--- src/rtl/eth_rx_deframer_pkg.sv ---
// Shared constants and CRC-32 helper for the Ethernet receive path.
package eth_rx_deframer_pkg;

    localparam int unsigned DIBIT_W  = 2;
    localparam int unsigned BYTE_W   = 8;
    localparam int unsigned CRC_W    = 32;
    localparam int unsigned HB_DEPTH = 4;
    localparam int unsigned FILL_W   = 3;

    localparam logic [CRC_W-1:0] CRC32_POLY_REFL   = 32'hEDB88320;
    localparam logic [CRC_W-1:0] CRC32_INIT        = 32'hFFFFFFFF;
    localparam logic [CRC_W-1:0] CRC32_RESIDUE     = 32'hDEBB20E3;
    localparam int unsigned      ETH_MIN_FRAME_LEN = 64;

    // One bit of the reflected CRC-32 shift register.
    function automatic logic [CRC_W-1:0] crc32_bit_step(input logic [CRC_W-1:0] crc,
                                                        input logic             din);
        logic w_fb;
        w_fb = crc[0] ^ din;
        return (crc >> 1) ^ (CRC32_POLY_REFL & {CRC_W{w_fb}});
    endfunction

endpackage

--- src/rtl/crc32_byte.sv ---
// Combinational CRC-32 advance by one byte, LSB first; shared by RX check and TX FCS insertion.
module crc32_byte
    import eth_rx_deframer_pkg::*;
(
    input  logic [CRC_W-1:0]  crc,
    input  logic [BYTE_W-1:0] data,
    output logic [CRC_W-1:0]  crc_next
);

    logic [CRC_W-1:0] w_crc;

    // Eight reflected bit steps, data bit 0 first.
    always_comb begin
        w_crc = crc;
        for (int i = 0; i < int'(BYTE_W); i++) begin
            w_crc = crc32_bit_step(w_crc, data[i]);
        end
        crc_next = w_crc;
    end

endmodule

--- src/rtl/eth_rx_deframer.sv ---
// RMII dibit-to-byte deframer: packs bytes, checks CRC-32, strips the trailing FCS
// and reports length / CRC / framing status at frame end.
module eth_rx_deframer
    import eth_rx_deframer_pkg::*;
#(
    parameter int unsigned MIN_FRAME_LEN = ETH_MIN_FRAME_LEN,
    parameter int unsigned MAX_LEN_BITS  = 11
) (
    input  logic                    clk,
    input  logic                    rstn,
    input  logic [1:0]              in,
    input  logic                    inclk,
    input  logic                    in_done,
    output logic [7:0]              out,
    output logic                    outclk,
    output logic                    frame_done,
    output logic [MAX_LEN_BITS-1:0] frame_len,
    output logic                    crc_ok,
    output logic                    align_err,
    output logic                    runt_err
);

    // Only three earlier dibits are needed; the fourth arrives live on 'in'.
    logic [BYTE_W-DIBIT_W-1:0] r_sr;
    logic [1:0]                r_dibit_cnt;
    logic [FILL_W-1:0]         r_fill;
    logic [CRC_W-1:0]          r_crc;
    logic [MAX_LEN_BITS-1:0]   r_len;
    logic [BYTE_W-1:0]         r_hb [HB_DEPTH];

    logic [BYTE_W-1:0]         w_byte;
    logic                      w_byte_done;
    logic [CRC_W-1:0]          w_crc_next;
    logic                      w_runt;

    assign w_byte      = {in, r_sr};
    assign w_byte_done = inclk && (r_dibit_cnt == 2'd3);
    assign w_runt      = (32'(r_len) < MIN_FRAME_LEN);

    crc32_byte u_crc32_byte (
        .crc      (r_crc),
        .data     (w_byte),
        .crc_next (w_crc_next)
    );

    // Packer, CRC register, FCS holdback, length counter and frame-end status.
    always_ff @(posedge clk or negedge rstn) begin
        if (!rstn) begin
            r_sr        <= '0;
            r_dibit_cnt <= '0;
            r_fill      <= '0;
            r_crc       <= CRC32_INIT;
            r_len       <= '0;
            for (int i = 0; i < int'(HB_DEPTH); i++) begin
                r_hb[i] <= '0;
            end
            out         <= '0;
            outclk      <= 1'b0;
            frame_done  <= 1'b0;
            frame_len   <= '0;
            crc_ok      <= 1'b0;
            align_err   <= 1'b0;
            runt_err    <= 1'b0;
        end else begin
            outclk     <= 1'b0;
            frame_done <= 1'b0;
            if (in_done) begin
                // Frame end wins over a coincident dibit; any partial byte is discarded.
                frame_done  <= 1'b1;
                frame_len   <= r_len;
                crc_ok      <= (r_crc == CRC32_RESIDUE);
                align_err   <= (r_dibit_cnt != 2'd0);
                runt_err    <= w_runt;
                r_sr        <= '0;
                r_dibit_cnt <= '0;
                r_fill      <= '0;
                r_len       <= '0;
                r_crc       <= CRC32_INIT;
            end else if (inclk) begin
                r_sr        <= w_byte[BYTE_W-1:DIBIT_W];
                r_dibit_cnt <= r_dibit_cnt + 2'd1;
                if (w_byte_done) begin
                    r_crc <= w_crc_next;
                    // Release the oldest held byte only once four newer ones exist.
                    if (r_fill == FILL_W'(HB_DEPTH)) begin
                        out    <= r_hb[HB_DEPTH-1];
                        outclk <= 1'b1;
                    end else begin
                        r_fill <= r_fill + FILL_W'(1);
                    end
                    r_hb[0] <= w_byte;
                    for (int i = 1; i < int'(HB_DEPTH); i++) begin
                        r_hb[i] <= r_hb[i-1];
                    end
                    if (r_len != '1) begin
                        r_len <= r_len + MAX_LEN_BITS'(1);
                    end
                end
            end
        end
    end

endmodule

--- config.mk ---
export PLATFORM = sky130hd
export DESIGN_NAME = eth_rx_deframer
export DESIGN_NICKNAME = d
export VERILOG_FILES = /design/src/rtl/eth_rx_deframer_pkg.sv /design/src/rtl/crc32_byte.sv /design/src/rtl/eth_rx_deframer.sv
export SDC_FILE = /design/constraint.sdc
export NUM_CORES = 1
export LEC_CHECK = 0
export ABC_AREA = 1
export CAP_MARGIN = 20
export CORE_MARGIN = 2
export CORE_UTILIZATION = 35
export CTS_CLUSTER_SIZE = 40
export DETAILED_ROUTE_END_ITERATION = 7
export PLACE_DENSITY_LB_ADDON = 0.3
export SLEW_MARGIN = 25
export SYNTH_ARGS = -nofsm -noshare
export SYNTH_HDL_FRONTEND = slang
export SYNTH_SLANG_ARGS = --single-unit
--- constraint.sdc ---
create_clock -name clk -period 4 [get_ports clk]
set_input_delay 0.8 -clock clk [delete_from_list [all_inputs] [get_ports clk]]
set_output_delay 0.8 -clock clk [all_outputs]
set_load 0.05 [all_outputs]
# After elaboration in Yosys (flattened, before gate mapping)
# Index checks and enable logic that the tools add are counted.
# totals
wordCells	72
in_bits	6
register_bits	110
output_inout_bits	24
# op_classes
eq_ne	5
reduce_logical	10
muxes	20
n_lt_le_gt_ge	1
bitwise	17
n_addsub	3
# ops
operator	count
bitwise XOR 31 x 32 -> 32 bit	8
two-way mux 32 bit	3
two-way mux 11 bit	4
equality test 32 bit, second input constant	1
two-way mux 3 bit	4
two-way mux 6 bit	2
adder 11 x 1 -> 11 bit, second input constant	1
less-than comparator 11 x 7 -> 1 bit, second input constant	1
inequality test 11 bit, second input constant	1
AND reduction 3 bit	3
nonzero test 2 bit	4
bitwise XOR 1 bit	8
two-way mux 1 bit	5
two-way mux 2 bit	2
AND reduction 4 bit	1
adder 3 x 1 -> 3 bit, second input constant	1
equality test 3 bit, second input constant	1
adder 2 x 1 -> 2 bit, second input constant	1
equality test 2 bit, second input constant	1
inequality test 2 bit, second input constant	1
AND reduction 2 bit	1
logical AND 1 bit	1
NOT 1 bit	1

# Longest topological paths before layout
# Gate-level depths: netlist of run 1.
# logic_depth
depth_word	19
depth_mapped	14
ltp_nobuf	14

# By module
# Synthesis of run 1 repeated with hierarchy kept, for this count alone.
# hier_totals
cells_unflattened	683
hier_area_um2	5873.1
# by_module_without_submodules
mod	area_per_inst_um2	n_inst	cells_each	seq_area_each_um2
eth_rx_deframer	4599.4	1	470	2792.7
crc32_byte	1273.7	1	213	0.0

# Worst setup path before layout of run 1
# OpenSTA, ideal clock, no wires.
# synth_timing
path_type	input -> register
startpoint	input in[1]
endpoint	register r_crc[23]
required_time_ns	3.924
stages	14
arrival_ns	1.721
setup_slack_ns	2.203
path_buffers	0
setup_time_ns	0.076
cell_sequence	inv_2 -> nand2_1 -> nand2_1 -> nand2_1 -> nand2_2 -> inv_2 -> nand2_2 -> nand2_2 -> nand2_1 -> nand2_1 -> nand2_1 -> nand3_1 -> nand2_1 -> nand2_1
# synth_between
elab_chain_cells	5
# synth_lines
item	line_no	rtl
start: declaration	eth_rx_deframer.sv:11	input logic [1:0] in,
bitwise XOR 1 bit	eth_rx_deframer_pkg.sv:19	w_fb = crc[0] ^ din;
bitwise XOR 31 x 32 -> 32 bit	eth_rx_deframer_pkg.sv:20	return (crc >> 1) ^ (CRC32_POLY_REFL & {CRC_W{w_fb}});
two-way mux 32 bit	eth_rx_deframer.sv:82	if (w_byte_done) begin
two-way mux 32 bit	eth_rx_deframer.sv:79	end else if (inclk) begin
two-way mux 32 bit	eth_rx_deframer.sv:67	if (in_done) begin
end signal: assignment	eth_rx_deframer.sv:83	r_crc <= w_crc_next;
end: declaration	eth_rx_deframer.sv:27	logic [CRC_W-1:0] r_crc;
# Every way passes these cells. The select of a mux whose other input is x is not followed.
# A chain may end at the register's enable or synchronous reset.

==> reports/summary.txt, run 1 <==
Status: complete, no violations
Syn Area/Cell: 8.38 um2
Initial antenna violation count: 0
Nets: 694
GRT Total Usage: 0.157
Pin count of the biggest net entering global routing: 66
Max rail drop VDD: 207 uV
Post-CTS setup buffer count: 0
R2R Setup Slk: 2.07 ns
Critical R2R Capture: r_crc[21]
Routed WL: 12100 um
Root buf cell: clkbuf_16
Total global routing overflow: 0
Hold-fix buffer count after cts: 0
Hold path depth: 2
Routed WL per cell: 13.4 um
Die width: 129 um
Max Freq: 388 MHz
Final setup skew: 0.00551 ns
Dpl hpwl: 8410 um
Rel. slew slack: 0.447
Commonest cells after routing, fill and taps aside: 193 x nand2_1, 79 x inv_1, 78 x dfrtp_1
DRC: 0
Power density cells: 375 nW/um2
CP arrival: 2.84 ns
H-tree Lvls: 3
Final antenna diode count: 0
Routed Antenna Nets: 0
Fin. Hold Viols: 0
Largest area contributor in the netlist: dfrtp_1
WS Path Type: in -> reg
Worst skew pair latency: 0.36 ns
Global-route wire length before repair: 20600 um
Drt first pass iters: 4
FF+latch count, synth: 110
Synth cell types: 36
Most common cell after layout, fill and taps aside: nand2_1
Worst setup EP type: flip-flop
Initial core utilization: 0.360
Final Max Slew Viols: 0
Fin crit period: 2.58 ns
Switch share: 0.284
RR Startpoint: r_dibit_cnt[0]
Finish-stage setup viols: 0
Syn-to-layout area delta: 15.0%
Clock power share: 0.384
Fillers: 1531
Post-synthesis sequential area ratio: 0.508
Vert. Die Dim: 129 um
Ys Warns: 0
Top cell type's share of synthesized area: 0.355
Register share of total power: 0.502
Worst Hold Path EP: r_hb[13]
Hold Startpoint: r_hb[13]
Fin crit share: 0.645
# resized after CTS: 0
Layout cell share with drive strength beyond 1: 0.147
Psw: 0.000674 W
Max Cap Viol: 0
Ports: 30
Vias in the first global route: 4128
Least-Margin Pin Slew: 0.829 ns
Synth Cell Area: 5500 um2
Gate power share: 0.114
Cts bufs inserted: 9
Min-delay worst type: reg -> reg
Hold WS: 0.473 ns
P_int: 0.00170 W
Via density: 4.69
Rows: 45
Critical Path Fanout Max: 32
CORE AREA: 15300 um2
Mapped Cells: 656
CTS tree: yes
Crit start category: primary input
Starting DRT DRC Count: 249
Num Clock Sinks: 110
Post-Syn Nets: 667
Pleak: 2.89 nW
Setup_tns: 0 ns
CTS max path bufs: 2
Area contributors post-synth: dfrtp_1 36%, dfstp_2 15%, nand2_1 13%
Gpl congestion: 0.873
Worst Path Required: 4.26 ns
Worst-path clk slew: 0.08 ns
I/O Buffers: 29
Die area: 16700 um2
RSZ-0062 raised after global routing: false
Total number of vias: 4212
R2R depth: 8
==> critical path, stage by stage <==
cell	delay, ns
clkdlybuf4s50_1	0.88
inv_1	0.56
nor2_1	0.28
nand3_1	0.09
o31ai_1	0.21
==> layer usage <==
metal,up-vias,part of all wire,GRT usage
met2,91,0.46,0.248
li1,2098,-,-
met3,23,0.040,0.0409
met4,0,0.019,0.0454
met5,-,0,0
met1,2000,0.48,0.215
==> sequential cells by signal, summed over array words and instances, names as in the netlist <==
signal       flops
r_hb            32
r_sr             6
runt_err         1
align_err        1
outclk           1
r_dibit_cnt      2
r_fill           3
frame_done       1
r_len           11
out              8
frame_len       11
crc_ok           1
r_crc           32
==> logic make-up (layout without fill, tap and decap cells) <==
logic type               Yosys count  count (layout)  share of synthesized area
buffers and inverters            110             142                     0.0753
AO/OA/AOI/OAI                     96              96                     0.0963
adder cells (fa/ha/maj)            5               5                     0.0114
AND/OR/NAND/NOR                  296             296                      0.233
XOR/XNOR                          39              39                     0.0765
flip-flops                       110             110                      0.508
==> power by group through the flow <==
stage | logic (W) | clock network [W] | registers, W
2_1_floorplan | 0.000177 | 0 | 0.00122
3_3_place_gp | 0.000265 | 0 | 0.00121
3_5_place_dp | 0.000273 | 0 | 0.00121
4_1_cts | 0.000275 | 0.000937 | 0.00119
5_1_grt | 0.000308 | 0.000990 | 0.00120
6_report | 0.000270 | 0.000911 | 0.00119
==> worst max path at each step <==
stage            start        end  slack (ns)  cells after the start
2_1_floorplan    in[1]  r_crc[23]        2.20                     14
3_3_place_gp   in_done  r_fill[2]        1.13                      7
3_5_place_dp   in_done   runt_err        1.05                      5
4_1_cts        in_done   runt_err        1.44                      5
5_1_grt        in_done   runt_err        1.18                      5
6_report       in_done   runt_err        1.42                      5
==> synthesized netlist by cell type <==
cell type  number
inv_2          15
nor4_1          3
buf_2           1
nand2_1       193
xor2_1         29
o22ai_1        15
ha_1            5
nor3b_1         1
o31ai_1         1
nor2_2          4
or2_2           2
a31oi_1         2
inv_1          79
dfstp_2        32
o21bai_1        1
dfrtp_1        78
o21ai_0        52
a211oi_2        1
or2_1           1
a21oi_1         9
xnor2_4         2
a22oi_1         2
nor2_1         39
o21a_1          1
nand4_1         2
o21ai_1        10
o32ai_1         1
nand2_2        11
clkbuf_1       15
o21ai_2         1
nand2_4         9
xnor2_1         4
xor2_4          1
nor3_1          4
nand3_1        27
xor2_2          3
==> stage by stage <==
| step | worst slack [ns] | total power (W) | cells | util | area [um2] |
|---|---|---|---|---|---|
| floorplan | 2.20 | 0.00140 | 656 | - | 5500 |
| global placement | 1.13 | 0.00148 | 883 | 0.394 | 6020 |
| detailed placement | 1.05 | 0.00149 | 883 | 0.394 | 6020 |
| CTS | 1.44 | 0.00240 | 899 | 0.414 | 6320 |
| global route | 1.18 | 0.00250 | 899 | 0.414 | 6320 |
| finish | 1.42 | 0.00237 | 899 | 0.414 | 6320 |
==> area by class of cell <==
class                           count  area [um2]  area share
Clock buffer                        9         225      0.0356
Clock inverter                      7        80.1      0.0127
Inverter                           94         353      0.0558
Multi-Input combinational cell    436        2300       0.363
Sequential cell                   110        2790       0.442
Tap cell                          211         264      0.0418
Timing Repair Buffer               32         310      0.0491
No activity file was read; power rests on OpenSTA's default activity.
==> inputs of run 2 (changes only) <==
==> constraint.sdc (replaced) <==
create_clock -name clk -period 2.52 [get_ports clk]
set_input_delay 0.504 -clock clk [delete_from_list [all_inputs] [get_ports clk]]
set_output_delay 0.504 -clock clk [all_outputs]
set_load 0.05 [all_outputs]
==> run 2 against run 1 <==
Count of clock-buffer cells in the layout grew 1. Worst setup slack lost 0.92 ns. Hold slack worse by 0.37 ns. Combinational power grew 63%. Sequential share of layout area is 0.90 points lower. Die area is the same. Sequential power rose by 59%. Critical path type is now reg -> out. Critical path depth decreased by 4. Final area increased by 2.1%.
==> reports/summary.txt, run 2 (synthesis gave the netlist of run 1 again) <==
Routed WL: 12200 um (+1.4%)
Via density: 4.61 (-1.7%)
Fin crit share: 0.802
Hold-fix buffer count after cts: 0 (unchanged)
Max Cap Viol: 0 (unchanged)
Fin. Hold Viols: 0 (unchanged)
Least-Margin Pin Slew: 0.593 ns (-0.236 ns)
Crit start category: flip-flop
H-tree Lvls: 3 (unchanged)
Worst setup EP type: output pin
Initial core utilization: 0.360 (unchanged)
DRC: 0 (unchanged)
Die area: 16700 um2 (unchanged)
Routed WL per cell: 13.5 um (+0.26%)
Fin crit period: 2.02 ns
Crit-path cells: clkdlybuf4s50_1
Final Max Slew Viols: 0 (unchanged)
Buf+Inv Stages, Crit Path: 1 (-1)
Post-CTS setup buffer count: 0 (unchanged)
Root buf cell: clkbuf_16
Num Clock Sinks: 110 (unchanged)
Total number of vias: 4187 (-0.59%)
Ports: 30 (unchanged)
Global-route wire length before repair: 20900 um (+1.1%)
Pin count of the biggest net entering global routing: 65 (-1.5%)
Worst-path clk slew: 0.07 ns (about the same)
Syn-to-layout area delta: 17.4%
Final setup skew: 0.00480 ns (-0.000708 ns)
CTS tree: yes
Cts bufs inserted: 9 (unchanged)
CP arrival: 1.52 ns (-1.32 ns)
CP delay by family, top: buffers and inverters
Slowest CP cell: clkdlybuf4s50_1
# resized after CTS: 0 (unchanged)
Critical Path Fanout Max: 2 (-94%)
Rows: 45 (unchanged)
Gpl congestion: 0.906 (+3.8%)
RSZ-0062 raised after global routing: false
Min-delay worst type: in -> async
Nets: 704 (+1.4%)
Slowest stage delay, CP: 0.81 ns (-0.07 ns)
Worst Path Required: 2.02 ns (-2.24 ns)
GRT Total Usage: 0.159 (+0.00202)
I/O Buffers: 29 (unchanged)
Largest regs: r_crc x32, r_hb x32
CORE AREA: 15300 um2 (unchanged)
Most common cell after layout, fill and taps aside: nand2_1
Power density cells: 611 nW/um2 (+63%)
Finish-stage setup viols: 0 (unchanged)
Layout cell share with drive strength beyond 1: 0.159 (+0.0122)
Worst skew pair latency: 0.35 ns (about the same)
Dpl hpwl: 8730 um (+3.9%)
Pleak: 2.97 nW (+2.6%)
Initial antenna violation count: 0 (unchanged)
Vert. Die Dim: 129 um (unchanged)
CTS max path bufs: 2 (unchanged)
Max rail drop VDD: 375 uV (+81%)
Routed Antenna Nets: 0 (unchanged)
Total power: 0.00394 W (+66%)
Rel. slew slack: 0.604 (+0.157)
Die width: 129 um (unchanged)
Total global routing overflow: 0 (unchanged)
Vias in the first global route: 4142 (+0.34%)
Setup_tns: 0 ns (unchanged)
Drt first pass iters: 4 (unchanged)
WS Path Type: reg -> out
Status: complete, no violations
Starting DRT DRC Count: 229 (-8.0%)
Max Freq: 495 MHz
Final antenna diode count: 0 (unchanged)
Commonest cells after routing, fill and taps aside: 193 x nand2_1, 79 x inv_1, 78 x dfrtp_1
-- run 2: power by group --
| group | internal (W) | switching [W] | total (W) |
|---|---|---|---|
| Clock | 0.000916 | 0.000693 | 0.00161 |
| Sequential | 0.00185 | 0.0000421 | 0.00189 |
| Combinational | 0.000148 | 0.000293 | 0.000441 |
-- run 2: final timing paths --
path                       slack, ns  startpoint   endpoint  depth (start not counted)
max in group asynchronous       1.83        rstn    r_hb[3]                          2
hold reg to reg                 0.47    r_hb[19]   r_hb[19]                          2
setup reg to reg                0.68    r_crc[0]   r_crc[8]                         10
min in group clk                0.47    r_hb[19]   r_hb[19]                          2
setup / recovery                0.50      crc_ok     crc_ok                          1
hold / removal                  0.10        rstn  r_crc[22]                          1
-- run 2: per-stage QoR --
stage | worst slack (ns) | hold slack (ns) | cells | util | area (um2)
after global routing | 0.439 | 0.0936 | 909 | 0.423 | 6450
after global placement | 0.322 | 0.454 | 893 | 0.401 | 6120
final | 0.499 | 0.100 | 909 | 0.423 | 6450
after CTS | 0.473 | 0.0923 | 909 | 0.423 | 6450
after detailed placement | 0.248 | 0.459 | 893 | 0.401 | 6120
after floorplan | 0.987 | 0.208 | 656 | - | 5500
-- run 2: area by class of cell --
| class | count | area, um2 |
|---|---|---|
| clock buffer | 10 | 239 |
| clock inverter | 6 | 97.6 |
| fill | 1563 | 8810 |
| inverter | 94 | 353 |
| multi-input combinational | 436 | 2300 |
| sequential | 110 | 2790 |
| tap | 211 | 264 |
| timing repair buffer | 42 | 410 |
-- run 2: metal layers --
metal  wire length (um)  up-vias  GRT usage  share of wire
met5                  0        -          0              0
met4                149        0     0.0422          0.012
met3                400       10     0.0334          0.033
met1               6110     1991      0.220           0.50
met2               5580       62      0.255           0.46
li1                   -     2124          -              -
==> inputs of run 3 (changes only) <==
==> constraint.sdc (replaced) <==
create_clock -name clk -period 2.01 [get_ports clk]
set_input_delay 0.402 -clock clk [delete_from_list [all_inputs] [get_ports clk]]
set_output_delay 0.402 -clock clk [all_outputs]
set_load 0.05 [all_outputs]
==> run 3 against run 2 <==
Non-clock buffer count up 12. Clock skew is 0.0027 ns higher. Via count increased by 1.3%. Sequential share of layout area decreased by 0.57 points. Utilization grew 0.57 points. Wire length up 1.0%. Global-route usage is 0.36 points higher. Critical endpoint is now frame_len[9]. Register-to-register slack worse by 0.49 ns.
==> reports/summary.txt, run 3 (synthesis gave the netlist of run 1 again) <==
Gpl congestion: 0.905 (-0.19%)
Worst setup EP type: output pin
Starting DRT DRC Count: 284 (+24%)
Power density cells: 740 nW/um2 (+21%)
Fin crit share: 0.958
Die width: 129 um (unchanged)
Non-Filler Instances: 921 (+1.3%)
Max Cap Viol: 0 (unchanged)
CORE AREA: 15300 um2 (unchanged)
RSZ-0062 raised after global routing: false
Buf+Inv Stages, Crit Path: 1 (unchanged)
Worst skew pair latency: 0.36 ns (about the same)
Rows: 45 (unchanged)
Rel. slew slack: 0.609 (+0.00408)
Critical Path Fanout Max: 2 (unchanged)
Pleak: 3.02 nW (+1.9%)
Crit-path cells: clkdlybuf4s50_1
Syn-to-layout area delta: 18.9%
DRC: 0 (unchanged)
WS Path Type: reg -> out
Vias in the first global route: 4251 (+2.6%)
CTS tree: yes
Cts bufs inserted: 9 (unchanged)
CTS max path bufs: 2 (unchanged)
Crit path launch: frame_len[9]
Final Max Slew Viols: 0 (unchanged)
Crit start category: flip-flop
I/O Buffers: 29 (unchanged)
Largest regs: r_crc x32, r_hb x32
Initial core utilization: 0.360 (unchanged)
Worst Path Required: 1.61 ns (-0.41 ns)
Max Freq: 519 MHz
Pin count of the biggest net entering global routing: 42 (-35%)
Vert. Die Dim: 129 um (unchanged)
Routed WL per cell: 13.4 um (-0.32%)
Routed WL: 12400 um (+1.0%)
Commonest cells after routing, fill and taps aside: 193 x nand2_1, 79 x inv_1, 78 x dfrtp_1
Status: complete, no violations
Most common cell after layout, fill and taps aside: nand2_1
Total power: 0.00484 W (+23%)
Ports: 30 (unchanged)
Slowest stage delay, CP: 0.81 ns (about the same)
GRT Total Usage: 0.163 (+0.00360)
R2R Setup Slk: 0.19 ns (-0.49 ns)
Nets: 716 (+1.7%)
Drt first pass iters: 4 (unchanged)
CP arrival: 1.52 ns (about the same)
Global-route wire length before repair: 21400 um (+2.4%)
Total number of vias: 4242 (+1.3%)
Finish-stage setup viols: 0 (unchanged)
Max rail drop VDD: 368 uV (-1.8%)
H-tree Lvls: 3 (unchanged)
Worst-path clk slew: 0.08 ns (about the same)
Root buf cell: clkbuf_16
Layout cell share with drive strength beyond 1: 0.170 (+0.0114)
Final setup skew: 0.00750 ns (+0.00270 ns)
RR Startpoint: r_len[1]
Critical R2R Capture: r_len[4]
Slowest CP cell: clkdlybuf4s50_1
R2R depth: 11 (+1)
Final antenna diode count: 0 (unchanged)
Num Clock Sinks: 110 (unchanged)
Min-delay worst type: reg -> reg
Die area: 16700 um2 (unchanged)
Least-Margin Pin Slew: 0.585 ns (-0.00828 ns)
Routed Antenna Nets: 0 (unchanged)
Worst setup path endpoint: frame_len[9]
Initial antenna violation count: 0 (unchanged)
Via density: 4.61 (about the same)
Total global routing overflow: 0 (unchanged)
Post-CTS setup buffer count: 0 (unchanged)
CP Depth: 1 (unchanged)
Fin crit period: 1.93 ns
Dpl hpwl: 9260 um (+6.0%)
Fin. Hold Viols: 0 (unchanged)
Placed cells: 904 (+1.2%)
CP delay by family, top: buffers and inverters
==> run 3: per-stage QoR <==
step,area [um2],hold slack [ns],setup TNS [ns],utilization,setup slack (ns)
after floorplan,5500,0.106,0,-,0.477
after global placement,6210,0.383,-0.0139,0.407,-0.00884
after detailed placement,6210,0.386,-0.285,0.407,-0.0736
after CTS,6530,0.479,0,0.428,0.0616
after global routing,6540,0.494,0,0.429,0.000484
final,6540,0.473,0,0.429,0.0844
==> run 3: per-layer routing <==
metal	vias to the layer above	track usage	routed length (um)
li1	2151	-	-
met1	2020	0.227	6120
met2	61	0.259	5740
met3	10	0.0376	399
met4	0	0.0384	109
met5	-	0	0
==> run 3: what timing repair did <==
action,4_1_cts,5_1_grt
setup endpoints to repair,0,1
hold buffers,1,0
gates resized for setup,0,1
hold endpoints to repair,4,0
==> run 3: final cells by class <==
cell class              count  area (um2)
fillers                  1505        8720
flip-flops and latches    110        2790
multi-input cells         436        2300
repair buffers             54         515
inverters                  94         353
well taps                 211         264
clock buffers              10         229
clock inverters             6        83.8
==> run 3: worst min path at each step <==
stage	start	end	slack [ns]	depth (start not counted)
floorplan	rstn	align_err	0.11	0
global placement	rstn	r_fill[1]	0.38	1
detailed placement	rstn	r_fill[1]	0.39	1
CTS	r_hb[12]	r_hb[12]	0.48	2
global route	r_hb[12]	r_hb[12]	0.49	2
finish	r_hb[19]	r_hb[19]	0.47	2
==> run 3: power breakdown <==
group          leakage (nW)  total [W]  internal [W]  switching (W)
registers              1.38    0.00237       0.00232      0.0000519
clock network         0.155    0.00190       0.00101       0.000887
logic                  1.48   0.000569      0.000202       0.000367
